### src/rtl/sad_err_sweep_ctrl.sv
// Error-evaluation sequencer for an exact/approximate SAD netlist pair.
// Drives one stimulus vector per cycle into both netlists, compares their
// outputs and accumulates error count, maximum, sum and worst-case vector.
// Stimulus is either an exhaustive count or a 16-bit Fibonacci LFSR.
//
// state   | meaning
// --------+-------------------------------------------------------------
// S_IDLE  | post-reset, waiting for start
// S_SWEEP | one vector evaluated per clock, statistics accumulating
// S_DONE  | statistics frozen, done high, waiting for the next start
module sad_err_sweep_ctrl #(
    parameter int NI = 10,
    parameter int NO = 3,
    parameter int CW = 16
) (
    input  logic             clk,
    input  logic             rst,
    input  logic             start,
    input  logic             mode,
    input  logic [CW-1:0]    num_vec,
    input  logic [15:0]      seed,
    input  logic             abort,
    output logic [NI-1:0]    pi_o,
    input  logic [NO-1:0]    po_exact,
    input  logic [NO-1:0]    po_approx,
    output logic             busy,
    output logic             done,
    output logic [CW-1:0]    vec_cnt,
    output logic [CW-1:0]    err_cnt,
    output logic [NO-1:0]    err_max,
    output logic [CW+NO-1:0] err_sum,
    output logic [NI-1:0]    wce_vec
);

    typedef enum logic [1:0] {
        S_IDLE  = 2'd0,
        S_SWEEP = 2'd1,
        S_DONE  = 2'd2
    } state_t;

    state_t           r_state;
    logic             r_mode;
    logic [CW-1:0]    r_num_vec;
    logic [15:0]      r_lfsr;
    logic [NI-1:0]    r_pi_o;
    logic             r_busy;
    logic             r_done;
    logic [CW-1:0]    r_vec_cnt;
    logic [CW-1:0]    r_err_cnt;
    logic [NO-1:0]    r_err_max;
    logic [CW+NO-1:0] r_err_sum;
    logic [NI-1:0]    r_wce_vec;

    logic [NO-1:0]    w_err;
    logic [15:0]      w_lfsr_next;
    logic [15:0]      w_seed_eff;
    logic [CW-1:0]    w_vec_inc;
    logic             w_last;

    // Absolute output difference, next LFSR value and end-of-sweep detect
    always_comb begin
        w_err       = (po_exact >= po_approx) ? (po_exact - po_approx)
                                              : (po_approx - po_exact);
        w_lfsr_next = {r_lfsr[14:0], r_lfsr[15] ^ r_lfsr[13] ^ r_lfsr[12] ^ r_lfsr[10]};
        // An all-zero seed would lock the LFSR, so it is replaced by 1
        w_seed_eff  = (seed == 16'h0000) ? 16'h0001 : seed;
        w_vec_inc   = r_vec_cnt + {{(CW-1){1'b0}}, 1'b1};
        w_last      = r_mode ? (w_vec_inc == r_num_vec) : (r_pi_o == {NI{1'b1}});
    end

    // Sequencer FSM with registered stimulus, status and statistics
    always_ff @(posedge clk) begin
        if (rst) begin
            r_state   <= S_IDLE;
            r_mode    <= 1'b0;
            r_num_vec <= '0;
            r_lfsr    <= '0;
            r_pi_o    <= '0;
            r_busy    <= 1'b0;
            r_done    <= 1'b0;
            r_vec_cnt <= '0;
            r_err_cnt <= '0;
            r_err_max <= '0;
            r_err_sum <= '0;
            r_wce_vec <= '0;
        end else begin
            case (r_state)
                S_IDLE, S_DONE: begin
                    if (start) begin
                        r_vec_cnt <= '0;
                        r_err_cnt <= '0;
                        r_err_max <= '0;
                        r_err_sum <= '0;
                        r_wce_vec <= '0;
                        r_mode    <= mode;
                        r_num_vec <= num_vec;
                        if (mode) begin
                            r_lfsr <= w_seed_eff;
                            r_pi_o <= w_seed_eff[NI-1:0];
                        end else begin
                            r_pi_o <= '0;
                        end
                        if (mode && (num_vec == '0)) begin
                            r_state <= S_DONE;
                            r_busy  <= 1'b0;
                            r_done  <= 1'b1;
                        end else begin
                            r_state <= S_SWEEP;
                            r_busy  <= 1'b1;
                            r_done  <= 1'b0;
                        end
                    end
                end
                S_SWEEP: begin
                    if (abort) begin
                        // Current vector is dropped; statistics freeze as-is
                        r_state <= S_DONE;
                        r_busy  <= 1'b0;
                        r_done  <= 1'b1;
                    end else begin
                        r_vec_cnt <= w_vec_inc;
                        if (w_err != '0) begin
                            r_err_cnt <= r_err_cnt + {{(CW-1){1'b0}}, 1'b1};
                            r_err_sum <= r_err_sum + {{CW{1'b0}}, w_err};
                        end
                        // Strict compare so ties keep the earliest vector
                        if (w_err > r_err_max) begin
                            r_err_max <= w_err;
                            r_wce_vec <= r_pi_o;
                        end
                        if (r_mode) begin
                            r_lfsr <= w_lfsr_next;
                            r_pi_o <= w_lfsr_next[NI-1:0];
                        end else begin
                            r_pi_o <= r_pi_o + {{(NI-1){1'b0}}, 1'b1};
                        end
                        if (w_last) begin
                            r_state <= S_DONE;
                            r_busy  <= 1'b0;
                            r_done  <= 1'b1;
                        end
                    end
                end
                default: begin
                    r_state <= S_IDLE;
                    r_busy  <= 1'b0;
                    r_done  <= 1'b0;
                end
            endcase
        end
    end

    assign pi_o    = r_pi_o;
    assign busy    = r_busy;
    assign done    = r_done;
    assign vec_cnt = r_vec_cnt;
    assign err_cnt = r_err_cnt;
    assign err_max = r_err_max;
    assign err_sum = r_err_sum;
    assign wce_vec = r_wce_vec;

endmodule

### config.mk
export PLATFORM = sky130hd
export DESIGN_NAME = sad_err_sweep_ctrl
export DESIGN_NICKNAME = d
export VERILOG_FILES = /design/src/rtl/sad_err_sweep_ctrl.sv
export SDC_FILE = /design/constraint.sdc
export NUM_CORES = 1
export LEC_CHECK = 0
export ABC_AREA = 1
export ABC_CLOCK_PERIOD_IN_PS = 5500
export CORE_UTILIZATION = 44
export DETAILED_ROUTE_END_ITERATION = 10
export GPL_TIMING_DRIVEN = 0
export HOLD_SLACK_MARGIN = 0.15
export PLACE_DENSITY = 0.7
export SYNTH_ARGS = -nofsm -noshare
export SYNTH_HDL_FRONTEND = slang
export SYNTH_SLANG_ARGS = --single-unit
### constraint.sdc
create_clock -name clk -period 5.5 [get_ports clk]
set_clock_uncertainty 0.05 [all_clocks]
set_input_delay 0.825 -clock clk [delete_from_list [all_inputs] [get_ports clk]]
set_output_delay 0.825 -clock clk [all_outputs]
set_load 0.1 [all_outputs]
==> summary.txt, run 1 <==
Placer Congestion -> 0.8675
Initial Util -> 0.4507
Unrepaired setup endpoints after global routing -> no
Clock latency at the later pin of the worst-skew pair -> 360 ps
Final Slew Violations -> 0
CTS Buffer Depth -> 2
Fraction of layout cells with a size suffix above 1 -> 0.05090
Area of the core -> 0.01324 sq mm
Synth cell types -> 42
Final instance count without filler cells -> 1178
Post-Syn Area -> 0.005968 sq mm
Finished layout cell area -> 0.007640 sq mm
Fillers -> 1329
H-Tree Depth -> 3
Die Ht -> 118.5 um
# nets final -> 1057
Worst r2r path cells -> 14
Buffers on Ports -> 117
Die area -> 0.01403 sq mm
Width of the die -> 118.5 um
Ant. Diodes -> 0
Hold Buf Count CTS -> 0
Relative slew slack -> 0.2886
Detailed Place HPWL -> 12570 um
Via count -> 6206
Post-CTS setup buffer count -> 0
PwrDens -> 248.9 mW/mm^2
Hold Crit Class -> flop to flop
Critical R2R Launch -> vec_cnt[0]$_SDFFE_PP0P_
Worst EP required -> 5700 ps
Worst vdd ir -> 155.7 uV
Initial antenna violation count -> 0
Asr flop ratio synth -> 0
WHS -> 413.5 ps
I/O pin total -> 119
Row cnt -> 42
Most numerous cell in the Yosys netlist -> nand2_1
Yosys top cell area share -> 0.3656
Max-Cap Viols -> 0
Most used DFF post-synth -> dfxtp_1
CTS tree -> done
Post-CTS resize count -> 0
Worst Setup EP -> err_sum[12]$_SDFFE_PP0P_
Post-synth top area cell -> dfxtp_1
Crit. Startpoint -> po_exact[1]
Fmax -> 0.2643 GHz
Synth Instances -> 869
Largest net degree at the start of global routing -> 17
Sequential share of the synthesized area -> 0.3656
Reg2Reg Setup Slack -> 3170 ps
Synth warn -> 0
Tcrit/Tclk final -> 0.6880
CP endpoint kind -> flop
Inst Count DP -> 1162
Post-route ant nets -> 0
TritonCTS buffer count -> 9
Root Buffer -> clkbuf_16
Total Wirelength -> 16640 um
Initial DRC count -> 597
CP max FO -> 5
Synth Register Bits -> 109
CP Class -> input port to flop
Slew @ Worst Pin -> 1064 ps
Final setup viols -> 0
Nature of the critical path startpoint -> input port
Drt wl/cell -> 14.13 um
Worst-path clk slew -> 70 ps
R2R Path End -> done$_SDFFE_PP0P_
Global-route wire length before repair -> 27730 um
Syn avg cell area -> 6.868 sq um
Static Leakage -> 0.002853 uW
Syn nets -> 929
Tmin final -> 3784 ps
Routed vias/inst -> 5.268
Post-route DRC -> 0
Area grow syn2layout -> 28.01%
Vias in the first global route -> 5660
Placed instance area -> 0.007360 sq mm
Final hold vios -> 0
Drt pass-1 iters -> 7
Ranking of synthesized cells by area -> dfxtp_1 (37%), nand2_1 (12%), a21oi_1 (8.6%), inv_1 (5.9%), o21ai_0 (5.5%)
Sink Count -> 109
All-Layer GR Usage -> 0.2462
Setup TNS -> 0 ps
Grt ovf -> 0
Number of synthesized flops with an enable pin -> 0
Synth cell count leaders -> nand2_1 (192), dfxtp_1 (109), a21oi_1 (102)
Critical Path AT -> 3980 ps
Status -> finished clean
-- worst max-delay path, stage by stage --
cell,delay [ps]
clkdlybuf4s50_1,540
inv_1,100
fa_1,440
xnor2_1,160
nand4_1,90
nand2_1,90
inv_1,90
ha_1,340
nand2_1,60
inv_1,90
nor2_1,50
nor3_1,220
nand3_1,170
nor2_1,120
inv_1,60
nor2_2,190
nand3_1,120
o21ai_0,170
nor2_1,50
-- cells in the final DEF (no fill, tap or decap), types with 2 or more instances in the layout --
cell / instances
nand3b_1: 3
o21ai_1: 4
nand2_2: 5
nand2_1: 192
dfxtp_1: 109
a311oi_1: 2
nor4_1: 6
xnor3_1: 3
nand3_1: 54
a221oi_1: 6
clkinvlp_4: 2
buf_2: 6
a211oi_1: 2
ha_1: 14
clkbuf_16: 9
o211ai_1: 5
xnor2_1: 5
inv_1: 94
nor2_1: 74
a21oi_1: 102
nor3_1: 15
o21bai_1: 3
clkbuf_1: 25
buf_4: 2
o21ai_0: 65
nor2_4: 5
nand4_1: 15
fa_1: 3
o21a_1: 4
nand3_2: 3
a31oi_1: 14
inv_2: 5
xor2_1: 10
clkdlybuf4s50_1: 117
nor2_2: 6
clkinv_2: 2
clkbuf_8: 2
-- registers in the layout, summed over array words and instances, names as in the netlist --
name	count
err_sum	19
r_lfsr	16
wce_vec	10
r_state	1
r_num_vec	16
err_max	3
pi_o	10
vec_cnt	16
r_mode	1
done	1
err_cnt	16
-- power breakdown --
part,internal (uW),switching (uW)
Sequential,822,33.1
Clock,333,308
Combinational,130,275
-- through the flow --
| stage | util | setup WS, ps | total power, uW |
|---|---|---|---|
| final | 0.5769 | 1716 | 1901 |
| after floorplan | - | 2145 | 1148 |
| after CTS | 0.5769 | 1718 | 1905 |
| after detailed placement | 0.5557 | 1344 | 1276 |
| after global placement | 0.5557 | 1417 | 1273 |
| after global routing | 0.5769 | 1385 | 1983 |
-- final cells by class --
| class | instances | area (sq um) | area share |
|---|---|---|---|
| timing repair buffer | 117 | 1171 | 0.1533 |
| sequential | 109 | 2182 | 0.2856 |
| buffer | 33 | 146.4 | 0.01916 |
| clock inverter | 3 | 20.02 | 0.002620 |
| tap | 176 | 220.2 | 0.02882 |
| clock buffer | 13 | 260.3 | 0.03406 |
| multi-input combinational | 626 | 3259 | 0.4266 |
| inverter | 101 | 380.4 | 0.04979 |
-- logic make-up (layout without fill, tap and decap cells) --
logic type / count (synthesis) / in the layout / synth area share
fa+ha+maj: 17 / 17 / 0.03941
xor+xnor: 18 / 18 / 0.03333
flops: 109 / 109 / 0.3656
simple gates: 379 / 379 / 0.2788
compound gates: 212 / 212 / 0.1946
buf+inv: 134 / 267 / 0.08826
-- worst min-delay path by stage --
stage | depth (start not counted) | slack (ps) | end | start
floorplan | 2 | 390 | r_num_vec[0]$_SDFFE_PP0P_ | r_num_vec[0]$_SDFFE_PP0P_
CTS | 2 | 420 | wce_vec[5]$_SDFFE_PP0P_ | wce_vec[5]$_SDFFE_PP0P_
finish | 2 | 410 | wce_vec[5]$_SDFFE_PP0P_ | wce_vec[5]$_SDFFE_PP0P_
global placement | 2 | 400 | wce_vec[9]$_SDFFE_PP0P_ | wce_vec[9]$_SDFFE_PP0P_
detailed placement | 2 | 410 | wce_vec[5]$_SDFFE_PP0P_ | wce_vec[5]$_SDFFE_PP0P_
global route | 2 | 440 | wce_vec[8]$_SDFFE_PP0P_ | wce_vec[8]$_SDFFE_PP0P_
-- routing by layer --
| layer | track usage | part of all wire |
|---|---|---|
| met2 | 0.4004 | 0.45 |
| met4 | 0.08940 | 0.018 |
| met3 | 0.03137 | 0.054 |
| met5 | 0 | 0 |
| met1 | 0.3342 | 0.47 |
No activity file was read; power rests on OpenSTA's default activity.
==> run 2, diff against run 1 <==
- ABC_CLOCK_PERIOD_IN_PS: 5500 -> 3840
- clock period: 5.5 -> 3.84 ns (I/O delays scaled with it)
==> run 2 against run 1 <==
Compared with the run above:
- first-iteration DRC count shrank 13%
- cell count is the same
- flip-flop and latch count is the same
- register-to-register slack lost 1700 ps
- critical endpoint unchanged
==> summary.txt, run 2 (synthesized netlist as in run 1, its figures left out) <==
Status -> finished clean
Relative slew slack -> 0.2866
TritonCTS buffer count -> 9
Most common cell after layout, fill and taps aside -> nand2_1
Largest net degree at the start of global routing -> 17
Critical Path AT -> 3630 ps
H-Tree Depth -> 3
Tmin final -> 3437 ps
Via count -> 6199
Post-CTS resize count -> 0
Post-route DRC -> 0
CP endpoint kind -> flop
Sink Count -> 109
Initial Util -> 0.4507
Global-route wire length before repair -> 27730 um
Placer Congestion -> 0.8675
I/O pin total -> 119
Width of the die -> 118.5 um
Nature of the critical path startpoint -> input port
Max incr delay on CP -> 540 ps
Drt wl/cell -> 14.14 um
Max reg flops -> 19
# nets final -> 1057
CTS Buffer Depth -> 2
Die area -> 0.01403 sq mm
Post-route ant nets -> 0
Fmax -> 0.2910 GHz
Total Wirelength -> 16660 um
Clock latency at the later pin of the worst-skew pair -> 360 ps
Slew @ Worst Pin -> 1067 ps
Area of the core -> 0.01324 sq mm
CTS tree -> done
Grt ovf -> 0
Final Slew Violations -> 0
Area grow syn2layout -> 28.09%
Worst vdd ir -> 223.1 uV
Drt pass-1 iters -> 7
Initial DRC count -> 522
Fillers -> 1327
Commonest cells after routing, fill and taps aside -> nand2_1 (192), clkdlybuf4s50_1 (117), dfxtp_1 (109), a21oi_1 (102), inv_1 (94)
Detailed Place HPWL -> 12570 um
Fraction of layout cells with a size suffix above 1 -> 0.05190
Vias in the first global route -> 5660
Post-CTS setup buffer count -> 0
Util after Layout -> 0.5773
Routed vias/inst -> 5.262
CP max FO -> 5
Final hold vios -> 0
PwrDens -> 355.8 mW/mm^2
Row cnt -> 42
Die Ht -> 118.5 um
Hold Crit Class -> flop to flop
All-Layer GR Usage -> 0.2462
Buffers on Ports -> 117
Worst-path cell chain -> clkdlybuf4s50_1 > inv_1 > fa_1 > xnor2_1 > nand4_1 > nand2_1 > inv_1 > ha_1 > nand2_1 > inv_1 > nor2_1 > nor3_2 > nand3_1 > nor2_1 > inv_1 > nor2_2 > nand3_1 > o21ai_0 > nor2_1
Setup TNS -> 0 ps
Root Buffer -> clkbuf_16
WHS -> 413.4 ps
Final setup viols -> 0
Max-Cap Viols -> 0
CP Class -> input port to flop
Unrepaired setup endpoints after global routing -> no
Hold Buf Count CTS -> 0
Worst EP required -> 4040 ps
Cell mode on critical path -> inv_1
Slowest CP cell -> clkdlybuf4s50_1
Ant. Diodes -> 0
Static Leakage -> 0.002853 uW
Tcrit/Tclk final -> 0.8949
Initial antenna violation count -> 0
Worst-path clk slew -> 70 ps
==> run 2: cell types whose count changed in the layout (fill, tap and decap cells not counted) <==
cell / delta
nor3_2: +1
nor3_1: -1
==> run 2: final cells by class <==
type,count,area [sq um],share of cell area
multi-input cells,626,3264,0.4270
inverters,101,380.4,0.04975
repair buffers,117,1171,0.1532
well taps,176,220.2,0.02881
clock inverters,3,20.02,0.002619
clock buffers,13,260.3,0.03404
flip-flops and latches,109,2182,0.2854
plain buffers,33,146.4,0.01915
==> run 2: layer usage <==
layer	vias to the layer above	wire, um	GRT usage
met4	0	309	0.08940
li1	3158	-	-
met1	2828	7868	0.3342
met5	-	0	0
met2	192	7611	0.4004
met3	21	867	0.03137
==> run 2: worst max-delay path, delay by kind of cell <==
family	cells	cell delay [ps]
buffers and inverters	5	870
AND/OR/NAND/NOR	10	1060
XOR/XNOR	1	160
adder cells (fa/ha/maj)	2	780
AO/OA/AOI/OAI	1	170
==> run 2: report_power, final <==
group | total (uW) | switching, uW | internal, uW
clock | 913 | 437 | 476
sequential | 1230 | 47.6 | 1180
combinational | 581 | 395 | 186
==> run 2: final timing paths <==
kind                              end                     from  depth (start not counted)  slack, ps
max reg2reg         done$_SDFFE_PP0P_  vec_cnt[0]$_SDFFE_PP0P_                         14       1510
min reg2reg   wce_vec[5]$_SDFFE_PP0P_  wce_vec[5]$_SDFFE_PP0P_                          2        410
max          err_sum[12]$_SDFFE_PP0P_              po_exact[1]                         19        400
min           wce_vec[5]$_SDFFE_PP0P_  wce_vec[5]$_SDFFE_PP0P_                          2        410
==> run 2: per-stage QoR <==
step / area (sq um) / total power (uW) / worst slack, ps / std cells
floorplan: 5968 / 1644 / 734.1 / 869
global placement: 7360 / 1824 / 5.852 / 1162
detailed placement: 7360 / 1827 / -66.63 / 1162
CTS: 7640 / 2729 / 306.6 / 1178
global route: 7645 / 2840 / 88.71 / 1178
finish: 7645 / 2720 / 403.4 / 1178
